File: src/rtl/debug_pkg.sv
// Shared definitions for the cache debug master: FSM states, command op codes
// and default sizing.
package debug_pkg;

    localparam int BRAMWORDS_DEF = 4096;
    localparam int CW_DEF        = 13;

    localparam logic OP_LOAD = 1'b0;
    localparam logic OP_DUMP = 1'b1;

    typedef enum logic [2:0] {
        IDLE,
        LOAD,
        RD_ADDR,
        RD_WAIT,
        RD_OUT,
        FIN
    } state_e;

endpackage

File: src/rtl/cache_debug_master.sv
// Cache debug master: moves word streams into (LOAD) or out of (DUMP) a BRAM
// through its debug port. One command at a time; done pulses on completion.
module cache_debug_master
    import debug_pkg::*;
#(
    parameter int BRAMWORDS = BRAMWORDS_DEF,
    parameter int CW        = CW_DEF
) (
    input  logic          CPU_CLK,
    input  logic          CPU_RST_N,
    input  logic          cmd_valid,
    output logic          cmd_ready,
    input  logic          cmd_op,
    input  logic [31:0]   cmd_base,
    input  logic [CW-1:0] cmd_count,
    input  logic          in_valid,
    output logic          in_ready,
    input  logic [31:0]   in_data,
    output logic          out_valid,
    input  logic          out_ready,
    output logic [31:0]   out_data,
    output logic          out_last,
    output logic [31:0]   Debug_A2,
    output logic [31:0]   Debug_WD2,
    output logic [3:0]    Debug_WE2,
    input  logic [31:0]   Debug_RD2,
    output logic          busy,
    output logic          done
);

    state_e        state_q, state_d;
    logic [31:0]   addr_q, addr_d;
    logic [CW-1:0] rem_q, rem_d;
    logic [31:0]   a2_q, a2_d;
    logic [31:0]   wd_q, wd_d;
    logic [3:0]    we_q, we_d;
    logic [31:0]   od_q, od_d;

    logic [31:0]   base_al;
    logic [CW-1:0] cnt_c;
    logic          unused_base;

    // Byte-lane bits of the base address carry no meaning for word transfers.
    assign unused_base = ^cmd_base[1:0];
    assign base_al     = {cmd_base[31:2], 2'b00};
    assign cnt_c       = (cmd_count > CW'(BRAMWORDS)) ? CW'(BRAMWORDS) : cmd_count;

    // Handshake and status outputs decode straight from the state register;
    // cmd_ready is also gated by reset so it stays low while reset is held.
    assign cmd_ready = (state_q == IDLE) && CPU_RST_N;
    assign in_ready  = (state_q == LOAD);
    assign out_valid = (state_q == RD_OUT);
    assign out_last  = (state_q == RD_OUT) && (rem_q == CW'(1));
    assign busy      = (state_q != IDLE);
    assign done      = (state_q == FIN);
    assign out_data  = od_q;
    assign Debug_A2  = a2_q;
    assign Debug_WD2 = wd_q;
    assign Debug_WE2 = we_q;

    // Next-state logic. The read address is preloaded into the A2 register on
    // the way into RD_ADDR so the BRAM samples it at the end of RD_ADDR.
    always_comb begin
        state_d = state_q;
        addr_d  = addr_q;
        rem_d   = rem_q;
        a2_d    = a2_q;
        wd_d    = wd_q;
        we_d    = 4'b0000;
        od_d    = od_q;
        case (state_q)
            IDLE: begin
                if (cmd_valid) begin
                    addr_d = base_al;
                    rem_d  = cnt_c;
                    if (cnt_c == '0) begin
                        state_d = FIN;
                    end else if (cmd_op == OP_LOAD) begin
                        state_d = LOAD;
                    end else begin
                        state_d = RD_ADDR;
                        a2_d    = base_al;
                    end
                end
            end
            LOAD: begin
                if (in_valid) begin
                    a2_d   = addr_q;
                    wd_d   = in_data;
                    we_d   = 4'b1111;
                    addr_d = addr_q + 32'd4;
                    rem_d  = rem_q - CW'(1);
                    if (rem_q == CW'(1)) begin
                        state_d = FIN;
                    end
                end
            end
            RD_ADDR: state_d = RD_WAIT;
            RD_WAIT: begin
                od_d    = Debug_RD2;
                state_d = RD_OUT;
            end
            RD_OUT: begin
                if (out_ready) begin
                    addr_d = addr_q + 32'd4;
                    rem_d  = rem_q - CW'(1);
                    if (rem_q == CW'(1)) begin
                        state_d = FIN;
                    end else begin
                        state_d = RD_ADDR;
                        a2_d    = addr_q + 32'd4;
                    end
                end
            end
            FIN:     state_d = IDLE;
            default: state_d = IDLE;
        endcase
    end

    // State and datapath registers; reset clears everything so a partial
    // transfer is abandoned with no write left pending.
    always_ff @(posedge CPU_CLK or negedge CPU_RST_N) begin
        if (!CPU_RST_N) begin
            state_q <= IDLE;
            addr_q  <= '0;
            rem_q   <= '0;
            a2_q    <= '0;
            wd_q    <= '0;
            we_q    <= '0;
            od_q    <= '0;
        end else begin
            state_q <= state_d;
            addr_q  <= addr_d;
            rem_q   <= rem_d;
            a2_q    <= a2_d;
            wd_q    <= wd_d;
            we_q    <= we_d;
            od_q    <= od_d;
        end
    end

endmodule
File: config.mk
export PLATFORM = sky130hd
export DESIGN_NAME = cache_debug_master
export DESIGN_NICKNAME = d
export VERILOG_FILES = /design/src/rtl/debug_pkg.sv /design/src/rtl/cache_debug_master.sv
export SDC_FILE = /design/constraint.sdc
export NUM_CORES = 1
export LEC_CHECK = 0
export ABC_AREA = 1
export BUFFER_PORTS_ARGS = -buffer_cell sky130_fd_sc_hd__clkbuf_2
export CORE_MARGIN = 3
export CORE_UTILIZATION = 32
export CTS_CLUSTER_DIAMETER = 40
export DETAILED_ROUTE_END_ITERATION = 8
export PLACE_DENSITY = 0.62
export SYNTH_ARGS = -nofsm -noshare
export SYNTH_HDL_FRONTEND = slang
export SYNTH_SLANG_ARGS = --single-unit
File: constraint.sdc
create_clock -name CPU_CLK -period 4.5 [get_ports CPU_CLK]
set_input_delay 0 -clock CPU_CLK [delete_from_list [all_inputs] [get_ports CPU_CLK]]
set_output_delay 0 -clock CPU_CLK [all_outputs]
set_load 0.05 [all_outputs]
# == Word-level counts from Yosys, hierarchy flattened ==
# Cells that the tools add are included.
# totals
ram_bits,0
inputBits,115
output_inout_bits,106
wordCells,59
reg_bits,148
latch_bits,0
mem_count,0
romBits,0
# classes
addsub,2
n_shift,0
mux,26
bitwise_logic,0
div_mod_pow,0
multipliers,0
order_cmp,1
n_reduce_logical,10
eq_ne,13
# ops
operator,count
32-bit two-way mux,9
32-bit one-hot mux with 3 select lines,2
13-bit two-way mux,4
13-bit one-hot mux with 3 select lines,1
32-bit by 3-bit adder with 32-bit output (second input constant),1
3-bit two-way mux,6
3-bit one-hot mux with 5 select lines,1
13-bit by 1-bit == test with 1-bit output (second input constant),1
13-bit greater-than comparator (second input constant),1
13-bit logical NOT,1
13-bit by 1-bit subtractor with 13-bit output (second input constant),1
2-bit inequality test (second input constant),5
4-bit two-way mux,2
4-bit AND reduction,2
7-bit AND reduction,1
3-bit by 2-bit == test with 1-bit output (second input constant),2
3-bit == test (second input constant),2
3-bit nonzero test,2
2-bit by 1-bit inequality test with 1-bit output (second input constant),2
3-bit by 1-bit == test with 1-bit output (second input constant),1
3-bit logical NOT,1
1-bit logical AND,2
2-bit two-way mux,1
2-bit AND reduction,1

# == Depth between registers and ports, before layout ==
# Gate-level depths: netlist (run 1).
# depth
ltp_word,6
ltp_mapped,12
depth_no_buf,11

# == Worst setup path before layout (run 1) ==
# OpenSTA, ideal clock, no wires.
# synth_path
path_kind,register to register
from,register state_q[0]
to,register a2_q[25] (netlist: Debug_A2[25])
synth_period_minus_slack_ns,1.808
path_stages_with_launch,10
path_buffers,2
t_arrival_ns,1.742
t_required_ns,4.434
setup_ns,0.066
setup_slack_ns,2.692
path_cell_list,dfrtp_1 > inv_2 > nand2_2 > nor2_2 > buf_6 > clkbuf_1 > nand3_1 > nand3_1 > nand2_1 > nand2_1
# synth_between
elab_chain_cells,3
elab_cells_between_ends,12
classes_between,8 x eq/ne; 1 x mux; 3 x reduce/logical
# synth_lines
element,line,rtl
start: declaration,cache_debug_master.sv:31,"state_e state_q, state_d;"
start signal: assignment,cache_debug_master.sv:132,state_q <= state_d;
3-bit == test *,n/a,
named net out_valid,cache_debug_master.sv:19,"output logic out_valid,"
"2-bit inequality test (no source line), or another cell as far along",n/a,
7-bit AND reduction (no source line),n/a,
end signal: assignment,cache_debug_master.sv:127,a2_q <= '0;
end signal: assignment,cache_debug_master.sv:135,a2_q <= a2_d;
end: declaration,cache_debug_master.sv:34,"logic [31:0] a2_q, a2_d;"
# The timed path passes the listed nets; every way through them passes the cells marked *.
# A chain may end at the register's enable or synchronous reset.

# == Worst setup path after layout (run 1) ==
# layout_path
from,register state_q[1]
to,register rem_q[4]
# layout_between
elab_chain_cells,3
elab_cells_between_ends,9
classes_between,5 x eq/ne; 1 x mux; 3 x reduce/logical
# layout_lines
element,line,rtl
"3-bit == test, or another cell as far along",cache_debug_master.sv:71,case (state_q)
"2-bit by 1-bit inequality test with 1-bit output (no source line), or another cell as far along",n/a,
4-bit AND reduction (no source line),n/a,
end signal: assignment,cache_debug_master.sv:134,rem_q <= rem_d;
end: declaration,cache_debug_master.sv:33,"logic [CW-1:0] rem_q, rem_d;"
# Parallel ways exist; a longest one is shown, timed or not.

==> results.json, run 1 <==
{
  "status": "finished, final reports clean",
  "critPathArrivalTime_ns": 2.82,
  "setup_viol": 0,
  "synth_common_cells": "375 x nand2_1, 142 x dfrtp_1, 115 x nor2_1",
  "drtIter0Drc": 550,
  "final_area_um2": 10600,
  "cts_tree": "built",
  "vias": 7705,
  "netlist_area_um2": 7640,
  "cts-root-buf": "clkbuf_16",
  "path_common_cell": "nand2_1",
  "place.gp.congestion": 0.872,
  "leakagePower_nw": 5.45,
  "crit_path_end_kind": "flip-flop",
  "peakVddDrop_uv": 452,
  "switching_share": 0.548,
  "yosys.area.top_type_share": 0.465,
  "synth_compound_area_frac": 0.0675,
  "min_path_type": "primary input to flip-flop",
  "final_cell_count_no_fill": 1647,
  "htree_levels": 4,
  "power_frac_clock": 0.167,
  "wl_per_cell_um": 15.2,
  "grt_first_pass_wirelength_um": 41200,
  "syn_avg_cell_area_um2": 7.55,
  "first_global_vias": 8268,
  "synth-simple-area-share": 0.331,
  "design.core.area_um2": 23100,
  "fill_cells": 2278,
  "place_area_um2": 8910,
  "clkTransAtPathRegs_ns": 0.08,
  "numClockSinks": 142,
  "clk_latency_ns": 0.45,
  "syn2layout_area_growth_pct": 39.1,
  "die_w_um": 160,
  "min_period_over_period": 0.540,
  "diodes": 0,
  "critPathLaunchType": "flip-flop",
  "power.density_nw_per_um2": 826,
  "clockBufferDepth": 2,
  "dp_worst_setup_slack_ns": 2.05,
  "vias_per_cell": 4.68,
  "yosys_warnings": 0,
  "overflow": 0,
  "chipHeight_um": 160,
  "path_class": "flip-flop to flip-flop",
  "antenna_found_initial": 0,
  "p_total_mw": 8.77,
  "cts_made_buffers": 17,
  "synth_adder_area_share": 0.00492,
  "synth.distinct_cells": 38,
  "die-area_um2": 25800,
  "cp_max_fo": 39,
  "nNetsFinal": 1439,
  "drive_gt1_frac": 0.236,
  "synth_seq_area_share": 0.465,
  "period_needed_ns": 2.43,
  "hpwl_um": 16800,
  "synthXorXnorAreaFrac": 0.00803,
  "finalClockSkew_ns": 0.0142,
  "synth_top_family_by_area": "simple AND/OR/NAND/NOR gates",
  "utilization": 0.461,
  "drc": 0,
  "ys.flop_type": "dfrtp_1",
  "track_usage": 0.198,
  "synth.area.top_cells": "dfrtp_1 47%, nand2_1 18%, nand3_1 6.2%",
  "antenna_left": 0,
  "maxSlewViolCount": 0,
  "synth-seq-cells": 142,
  "port_buffers": 218,
  "start_util": 0.331,
  "cts.repair_timing.setup_buffer_count": 0,
  "synth_edf_count": 0,
  "async_flop_share": 1.00,
  "timing.fmax_mhz": 412,
  "rsz0062_at_grt": "no",
  "crit_chain": "inv_2 > nand2_1 > nor2_2 > buf_4 > nor2_4 > inv_2 > nand2_1 > o31ai_1 > nand2_1 > nand2_1",
  "p_int_mw": 3.97,
  "cp_top_family": "buffers and inverters",
  "path_buf_inv": 3,
  "seq_power_share": 0.274,
  "slew_headroom": 0.360,
  "maxCapViolations": 0,
  "grt_max_degree": 79,
  "ioPinCount": 221,
  "critPathMaxStageDelay_ns": 0.58,
  "synthMuxAreaShare": 0.0472,
  "synth_most_common_cell": "nand2_1",
  "placed_cells": 1506,
  "drt-total-wl_um": 25100,
  "syn_nets": 1129,
  "power_switching_mw": 4.80,
  "tightestPinTransition_ns": 0.958,
  "synthCells": 1011,
  "finalHoldViolations": 0,
  "rows": 55,
  "layout_setup_ws_ns": 2.07,
  "fin_tns_setup_ns": 0,
  "worstPathRequired_ns": 4.89,
  "slowest_stage": "inv_2",
  "p_comb_frac": 0.559,
  "hold_slack_ns": 0.00578,
  "drt_pass1_iterations": 5,
  "yosysTopAreaCell": "dfrtp_1"
}
-- metal layers --
layer	GRT usage	routed length, um
met4	0.0686	717
met5	0	0
met3	0.0536	1710
met2	0.345	12200
met1	0.234	10500
-- flip-flops by register name, summed over array words and instances (netlist names) --
signal / cells
Debug_A2: 31
rem_q: 13
out_data: 32
addr_q: 30
state_q: 3
Debug_WD2: 32
Debug_WE2: 1
-- worst register-to-register path: stages, from the launching register on --
cell	delay [ns]
dfrtp_1	0.40
inv_2	0.09
nand2_1	0.08
nor2_2	0.16
buf_4	0.36
nor2_4	0.07
inv_2	0.58
nand2_1	0.23
o31ai_1	0.25
nand2_1	0.07
nand2_1	0.08
-- kinds of logic after synthesis --
| kind of cell | count (synthesis) |
|---|---|
| and+or+nand+nor | 611 |
| DFF | 142 |
| buffers and inverters | 125 |
| AOI/OAI and AO/OA | 91 |
| muxes | 32 |
| xor gates and xnor gates | 7 |
| adders and majority gates | 3 |
-- placed cells by master (no fill, tap or decap), drive strengths merged --
cell	instances
nand2	377
a31oi	21
o21ai	48
o221ai	1
ha	3
clkinvlp	1
clkinv	7
clkbuf	234
o21bai	3
nor2	120
nand4	8
xor2	7
nand3b	2
mux2	32
dlygate4sd3	109
inv	88
a21boi	2
nor3	2
o31ai	1
o211ai	1
a21oi	10
a22oi	3
or2	5
nand3	97
buf	9
dfrtp	142
o22ai	1
-- power groups by stage --
stage	clock network, mW	registers, mW	logic, mW
after detailed placement	0	2.40	4.84
after floorplan	0	3.75	2.40
after global placement	0	2.38	4.76
final	1.46	2.40	4.90
after CTS	1.49	2.39	4.93
after global routing	1.54	2.50	5.40
-- area by class of cell --
| cell class | count | area [um^2] | area share |
|---|---|---|---|
| flip-flops and latches | 142 | 3550 | 0.335 |
| multi-input cells | 744 | 3510 | 0.330 |
| repair buffers | 335 | 2250 | 0.212 |
| clock buffers | 17 | 425 | 0.0401 |
| well taps | 313 | 392 | 0.0369 |
| inverters | 81 | 304 | 0.0286 |
| clock inverters | 15 | 190 | 0.0179 |
-- worst paths after layout --
path                                      startpoint                        end  slack (ns)  cells after the start
min in group asynchronous                  CPU_RST_N   Debug_A2[23]$_DFFE_PN0P_        0.14                      2
min reg2reg                Debug_WD2[16]$_DFFE_PN0P_  Debug_WD2[16]$_DFFE_PN0P_        0.48                      2
max reg2reg                   state_q[1]$_DFFE_PN0P_       rem_q[4]$_DFFE_PN0P_        2.07                     10
min                                        cmd_valid     state_q[2]$_DFFE_PN0P_       0.006                      7
max                           state_q[1]$_DFFE_PN0P_       rem_q[4]$_DFFE_PN0P_        2.07                     10
max in group asynchronous                  CPU_RST_N      rem_q[12]$_DFFE_PN0P_        3.23                      3
-- what timing repair did --
| item | in CTS | in global routing |
|---|---|---|
| resized for setup | 0 | 0 |
| hold buffers | 109 | 0 |
| endpoints found under the hold margin | 201 | 0 |
(Power assumes the default switching activity.)
==> run 2, diff against run 1 <==
Settings changed: ABC_AREA 1 to 0, PLACE_DENSITY 0.62 to 0.64.
Clock period 4.5 ns to 2.2 ns, I/O delays scaled along.
==> run 2 against run 1 <==
Count of clock-buffer cells in the layout unchanged. Synthesized cell count down 23%. Sequential power up 110%. Flip-flop and latch count unchanged.
==> results.json, run 2 <==
{
  "tightestPinTransition_ns": 0.534,
  "synth-simple-area-share": 0.142,
  "final_common_cell": "clkbuf_2",
  "synth_compound_area_frac": 0.215,
  "wl_met1_um": 10700,
  "synth_common_cells": "142 x dfrtp_1, 68 x a21oi_1, 68 x o21ai_0",
  "top_layer": "met4",
  "vias": 7453,
  "first_global_vias": 7436,
  "synth_most_common_cell": "dfrtp_1",
  "vias_per_cell": 5.19,
  "maxCapViolations": 0,
  "crit_chain": "nor4_2 > and4_1 > buf_4 > buf_12",
  "period_needed_ns": 2.03,
  "overflow": 0,
  "antenna_left": 0,
  "start_util": 0.331,
  "syn_avg_cell_area_um2": 9.76,
  "path_buf_inv": 2,
  "synthXorXnorAreaFrac": 0.0126,
  "drtIter0Drc": 574,
  "status": "finished, final reports clean",
  "synth_seq_area_share": 0.465,
  "synth_edf_count": 0,
  "hpwl_um": 16900,
  "synth_adder_area_share": 0.00491,
  "cts_tree": "built",
  "ioPinCount": 221,
  "cts-root-buf": "clkbuf_16",
  "synthCells": 783,
  "rr_endpoint": "state_q[1]$_DFFE_PN0P_",
  "die_w_um": 161,
  "crit_path_end_kind": "primary output",
  "synth.area.top_cells": "dfrtp_1 47%, mux2_2 9.9%, a21oi_1 4.5%",
  "synth_top_family_by_area": "compound AO/OA/AOI/OAI gates",
  "clockBufferDepth": 2,
  "clk_latency_ns": 0.43,
  "wl_met2_um": 12000,
  "slowest_stage": "nor4_2",
  "layout_common_cells": "214 x clkbuf_2, 142 x dfrtp_1, 110 x dlygate4sd3_1",
  "met3_length_um": 1500,
  "layout_setup_ws_ns": 0.171,
  "timing.fmax_mhz": 493,
  "nNetsFinal": 1229,
  "cts.repair_timing.setup_buffer_count": 0,
  "r2r_start": "rem_q[8]$_DFFE_PN0P_",
  "peakVddDrop_uv": 896,
  "track_usage": 0.191,
  "min_period_over_period": 0.922,
  "worstPathRequired_ns": 2.20,
  "yosysTopAreaCell": "dfrtp_1",
  "ff2ff_path_depth": 6,
  "critPathLaunchType": "flip-flop",
  "wl_per_cell_um": 17.1,
  "drt_pass1_iterations": 6,
  "chipHeight_um": 161,
  "path_class": "flip-flop to primary output",
  "power.density_nw_per_um2": 1750,
  "die-area_um2": 25800,
  "reg2reg_slack_ns": 0.18,
  "yosys.area.top_type_share": 0.465,
  "rows": 55,
  "synth.distinct_cells": 60,
  "finalHoldViolations": 0,
  "syn_nets": 901,
  "place.gp.congestion": 0.895,
  "drt-total-wl_um": 24500,
  "htree_levels": 4,
  "rsz0062_at_grt": "no",
  "port_buffers": 218,
  "synth-seq-cells": 142,
  "numClockSinks": 142,
  "grt_first_pass_wirelength_um": 39900,
  "leakagePower_nw": 4.87,
  "drc": 0,
  "setup_viol": 0,
  "yosys_warnings": 0,
  "synthMuxAreaShare": 0.101,
  "design.core.area_um2": 23100,
  "cts_made_buffers": 17,
  "min_path_type": "primary input to asynchronous set/reset pin",
  "critPathMaxStageDelay_ns": 0.52,
  "antenna_found_initial": 1,
  "netlist_area_um2": 7640,
  "syn2layout_area_growth_pct": 44.5,
  "slew_headroom": 0.641,
  "drive_gt1_frac": 0.346,
  "dp_worst_setup_slack_ns": 0.186,
  "cp_max_fo": 6,
  "async_flop_share": 1.00,
  "fin_tns_setup_ns": 0,
  "maxSlewViolCount": 0,
  "clkTransAtPathRegs_ns": 0.07,
  "diodes": 0,
  "critPathArrivalTime_ns": 2.03,
  "finalClockSkew_ns": 0.0121,
  "cp-startpoint": "rem_q[7]$_DFFE_PN0P_",
  "grt_max_degree": 66,
  "cp_top_family": "simple AND/OR/NAND/NOR gates",
  "ys.flop_type": "dfrtp_1"
}
## run 2: cell count changes after synthesis, moves of 35 or more
cell	delta
nand2_1	-321
inv_1	-60
nand3_1	-76
mux2_2	+35
nor2_1	-68
a21oi_1	+58
## run 2: per-layer routing
metal / vias up / GRT usage
met2: 265 / 0.323
met1: 3592 / 0.252
li1: 3572 / -
met3: 24 / 0.0328
met5: - / 0
met4: 0 / 0.0505
## run 2: cells by family (layout without fill, tap and decap cells)
group / Yosys count / after routing
AO/OA/AOI/OAI: 257 / 257
AND/OR/NAND/NOR: 208 / 208
flip-flops: 142 / 142
buffers and inverters: 93 / 434
multiplexers: 69 / 69
XOR/XNOR: 11 / 11
adder cells (fa/ha/maj): 3 / 3
## run 2: cell type report
cell class	count	area, um^2
timing repair buffer	385	2760
inverter	17	63.8
clock buffer	17	425
fill	2127	12000
clock inverter	15	186
sequential	142	3550
multi-input combinational	548	3660
tap	313	392
## run 2: worst max-delay path by stage
| stage | to | slack, ns | cells past startpoint |
|---|---|---|---|
| after floorplan | Debug_A2[6]$_DFFE_PN0P_ | 0.04 | 7 |
| after global placement | addr_q[23]$_DFFE_PN0P_ | 0.21 | 6 |
| final | out_last | 0.17 | 4 |
| after detailed placement | addr_q[23]$_DFFE_PN0P_ | 0.19 | 6 |
| after CTS | out_last | 0.17 | 4 |
| after global routing | state_q[1]$_DFFE_PN0P_ | 0.0007 | 6 |
## run 2: through the flow
step | total power, mW | utilization | cell area, um^2 | hold slack (ns) | cells
global placement | 16.1 | 0.404 | 9320 | -0.0613 | 1295
CTS | 19.4 | 0.479 | 11000 | 0.0371 | 1437
global route | 20.6 | 0.479 | 11000 | 0.0507 | 1437
floorplan | 13.1 | - | 7640 | -0.296 | 783
detailed placement | 16.3 | 0.404 | 9320 | -0.0644 | 1295
finish | 19.4 | 0.479 | 11000 | 0.0480 | 1437
## run 2: worst register-to-register path, delay by kind of cell (launching register included)
family	cells	cell delay [ns]
DFF	1	0.44
buffers and inverters	1	0.21
AOI/OAI and AO/OA	1	0.32
and+or+nand+nor	4	0.93
## run 2: what timing repair did
item / 4_1_cts / 5_1_grt
setup endpoints to repair: 0 / 1
endpoints found under the hold margin: 274 / 0
hold buffers: 110 / 0
gates resized for setup: 0 / 1
## run 2: power breakdown
part	switching, mW	leakage (nW)	internal [mW]
Clock	1.37	0.297	1.54
Combinational	7.65	2.90	3.86
Sequential	0.997	1.67	3.94
Total	10.0	4.87	9.34
==> run 3, diff against run 2 <==
Settings changed: ABC_AREA 0 to 1.
==> run 3 against run 2 <==
Flip-flop and latch count is the same. Largest cell class is now sequential cells. Highest routed layer unchanged. Critical endpoint unchanged. Hold slack gained 0.0069 ns. Register-to-register slack gained 0.02 ns.
==> results.json, run 3 (synthesis results as in run 1) <==
{
  "critPathLaunchType": "flip-flop",
  "maxCapViolations": 0,
  "hpwl_um": 17000,
  "power.density_nw_per_um2": 1690,
  "fin_tns_setup_ns": 0,
  "multi_input_area_um2": 3530,
  "reg2reg_slack_ns": 0.20,
  "numClockSinks": 142,
  "final_common_cell": "nand2_1",
  "regArea_um2": 3550,
  "leakagePower_nw": 5.50,
  "grt_max_degree": 75,
  "hold_slack_ns": 0.0549,
  "clkTransAtPathRegs_ns": 0.07,
  "period_needed_ns": 2.06,
  "cts_tree": "built",
  "ioPinCount": 221,
  "tightestPinTransition_ns": 0.972,
  "diodes": 0,
  "cts-root-buf": "clkbuf_16",
  "rr_endpoint": "Debug_A2[4]$_DFFE_PN0P_",
  "cp-startpoint": "state_q[0]$_DFFE_PN0P_",
  "die_w_um": 160,
  "first_global_vias": 7761,
  "ff2ff_path_depth": 9,
  "htree_levels": 4,
  "timing.fmax_mhz": 485,
  "min_period_over_period": 0.936,
  "slew_headroom": 0.351,
  "drive_gt1_frac": 0.241,
  "critPathArrivalTime_ns": 2.06,
  "drt_pass1_iterations": 5,
  "setup_viol": 0,
  "min_path_type": "primary input to asynchronous set/reset pin",
  "antenna_found_initial": 0,
  "clockBufferDepth": 2,
  "overflow": 0,
  "cts_made_buffers": 17,
  "design.core.area_um2": 23100,
  "grt_first_pass_wirelength_um": 39600,
  "cp_max_fo": 25,
  "crit_path_end_kind": "primary output",
  "utilization": 0.467,
  "fill_cells": 2219,
  "track_usage": 0.191,
  "cts.repair_timing.setup_buffer_count": 0,
  "drtIter0Drc": 658,
  "start_util": 0.331,
  "place.gp.congestion": 0.912,
  "antenna_left": 0,
  "rsz0062_at_grt": "no",
  "drt-total-wl_um": 24800,
  "maxSlewViolCount": 0,
  "finalClockSkew_ns": 0.0151,
  "layout_common_cells": "375 x nand2_1, 216 x clkbuf_2, 142 x dfrtp_1",
  "peakVddDrop_uv": 909,
  "status": "finished, final reports clean",
  "die-area_um2": 25800,
  "drc": 0,
  "nNetsFinal": 1447,
  "path_class": "flip-flop to primary output",
  "r2r_start": "state_q[0]$_DFFE_PN0P_",
  "port_buffers": 218,
  "vias": 7806,
  "syn2layout_area_growth_pct": 40.9,
  "wl_per_cell_um": 15.0,
  "layout_setup_ws_ns": 0.140,
  "chipHeight_um": 160,
  "rows": 55,
  "clk_latency_ns": 0.43,
  "worstPathRequired_ns": 2.20,
  "finalHoldViolations": 0,
  "vias_per_cell": 4.72,
  "dp_worst_setup_slack_ns": 0.217
}
run 3: cell types whose count changed in the layout (fill, tap and decap cells not counted), sizes merged, moves of 13 or more:
cell / before / now
nand2: 54 / 377
nand3: 21 / 97
nor2: 47 / 121
inv: 25 / 86
a21oi: 68 / 10
buf: 61 / 17
mux2: 67 / 32
o21ai: 71 / 48
o22ai: 24 / 1
nor4: 15 / 0
a221oi: 13 / 0
run 3: worst max-delay path by stage:
stage / slack [ns] / end
after global routing: 0.03 / Debug_A2[5]$_DFFE_PN0P_
after global placement: 0.27 / Debug_A2[7]$_DFFE_PN0P_
final: 0.14 / out_last
after CTS: 0.03 / out_last
after detailed placement: 0.22 / Debug_A2[6]$_DFFE_PN0P_
after floorplan: 0.39 / Debug_A2[25]$_DFFE_PN0P_
run 3: metal layers:
metal	vias to the layer above	track usage	part of all wire
met3	39	0.0467	0.073
met2	285	0.331	0.48
met4	0	0.0604	0.022
li1	3857	-	-
met1	3625	0.234	0.42
met5	-	0	0
run 3: worst max-delay path, stage by stage (launching register included):
cell	delay [ns]
dfrtp_1	0.43
inv_2	0.09
nand2_2	0.09
nor2_4	0.20
buf_8	0.25
inv_1	0.21
nor2_4	0.20
buf_12	0.15
run 3: report_power, final:
part | switching, mW | internal (mW) | total [mW] | leakage [nW]
registers | 1.04 | 3.91 | 4.95 | 1.72
clock network | 1.42 | 1.55 | 2.97 | 0.296
logic | 7.45 | 2.83 | 10.3 | 3.49
total | 9.91 | 8.29 | 18.2 | 5.50
run 3: final cells by class:
cell class	instances	area share
repair buffers	342	0.219
well taps	313	0.0364
flip-flops and latches	142	0.330
clock buffers	17	0.0395
inverters	81	0.0283
multi-input cells	745	0.328
clock inverters	15	0.0181
run 3: repair_timing:
item	CTS	global route
pin swaps	0	1
resized for setup	3	3
hold buffers	109	0
endpoints found under the hold margin	272	0
setup endpoints to repair	1	2
cloned	0	1
run 3: through the flow:
step                area, um^2  total power, mW  instances
floorplan                 7640             12.6       1011
CTS                      10700             18.2       1654
detailed placement        9020             15.0       1513
global route             10800             19.5       1655
global placement          9020             14.8       1513
finish                   10800             18.2       1655
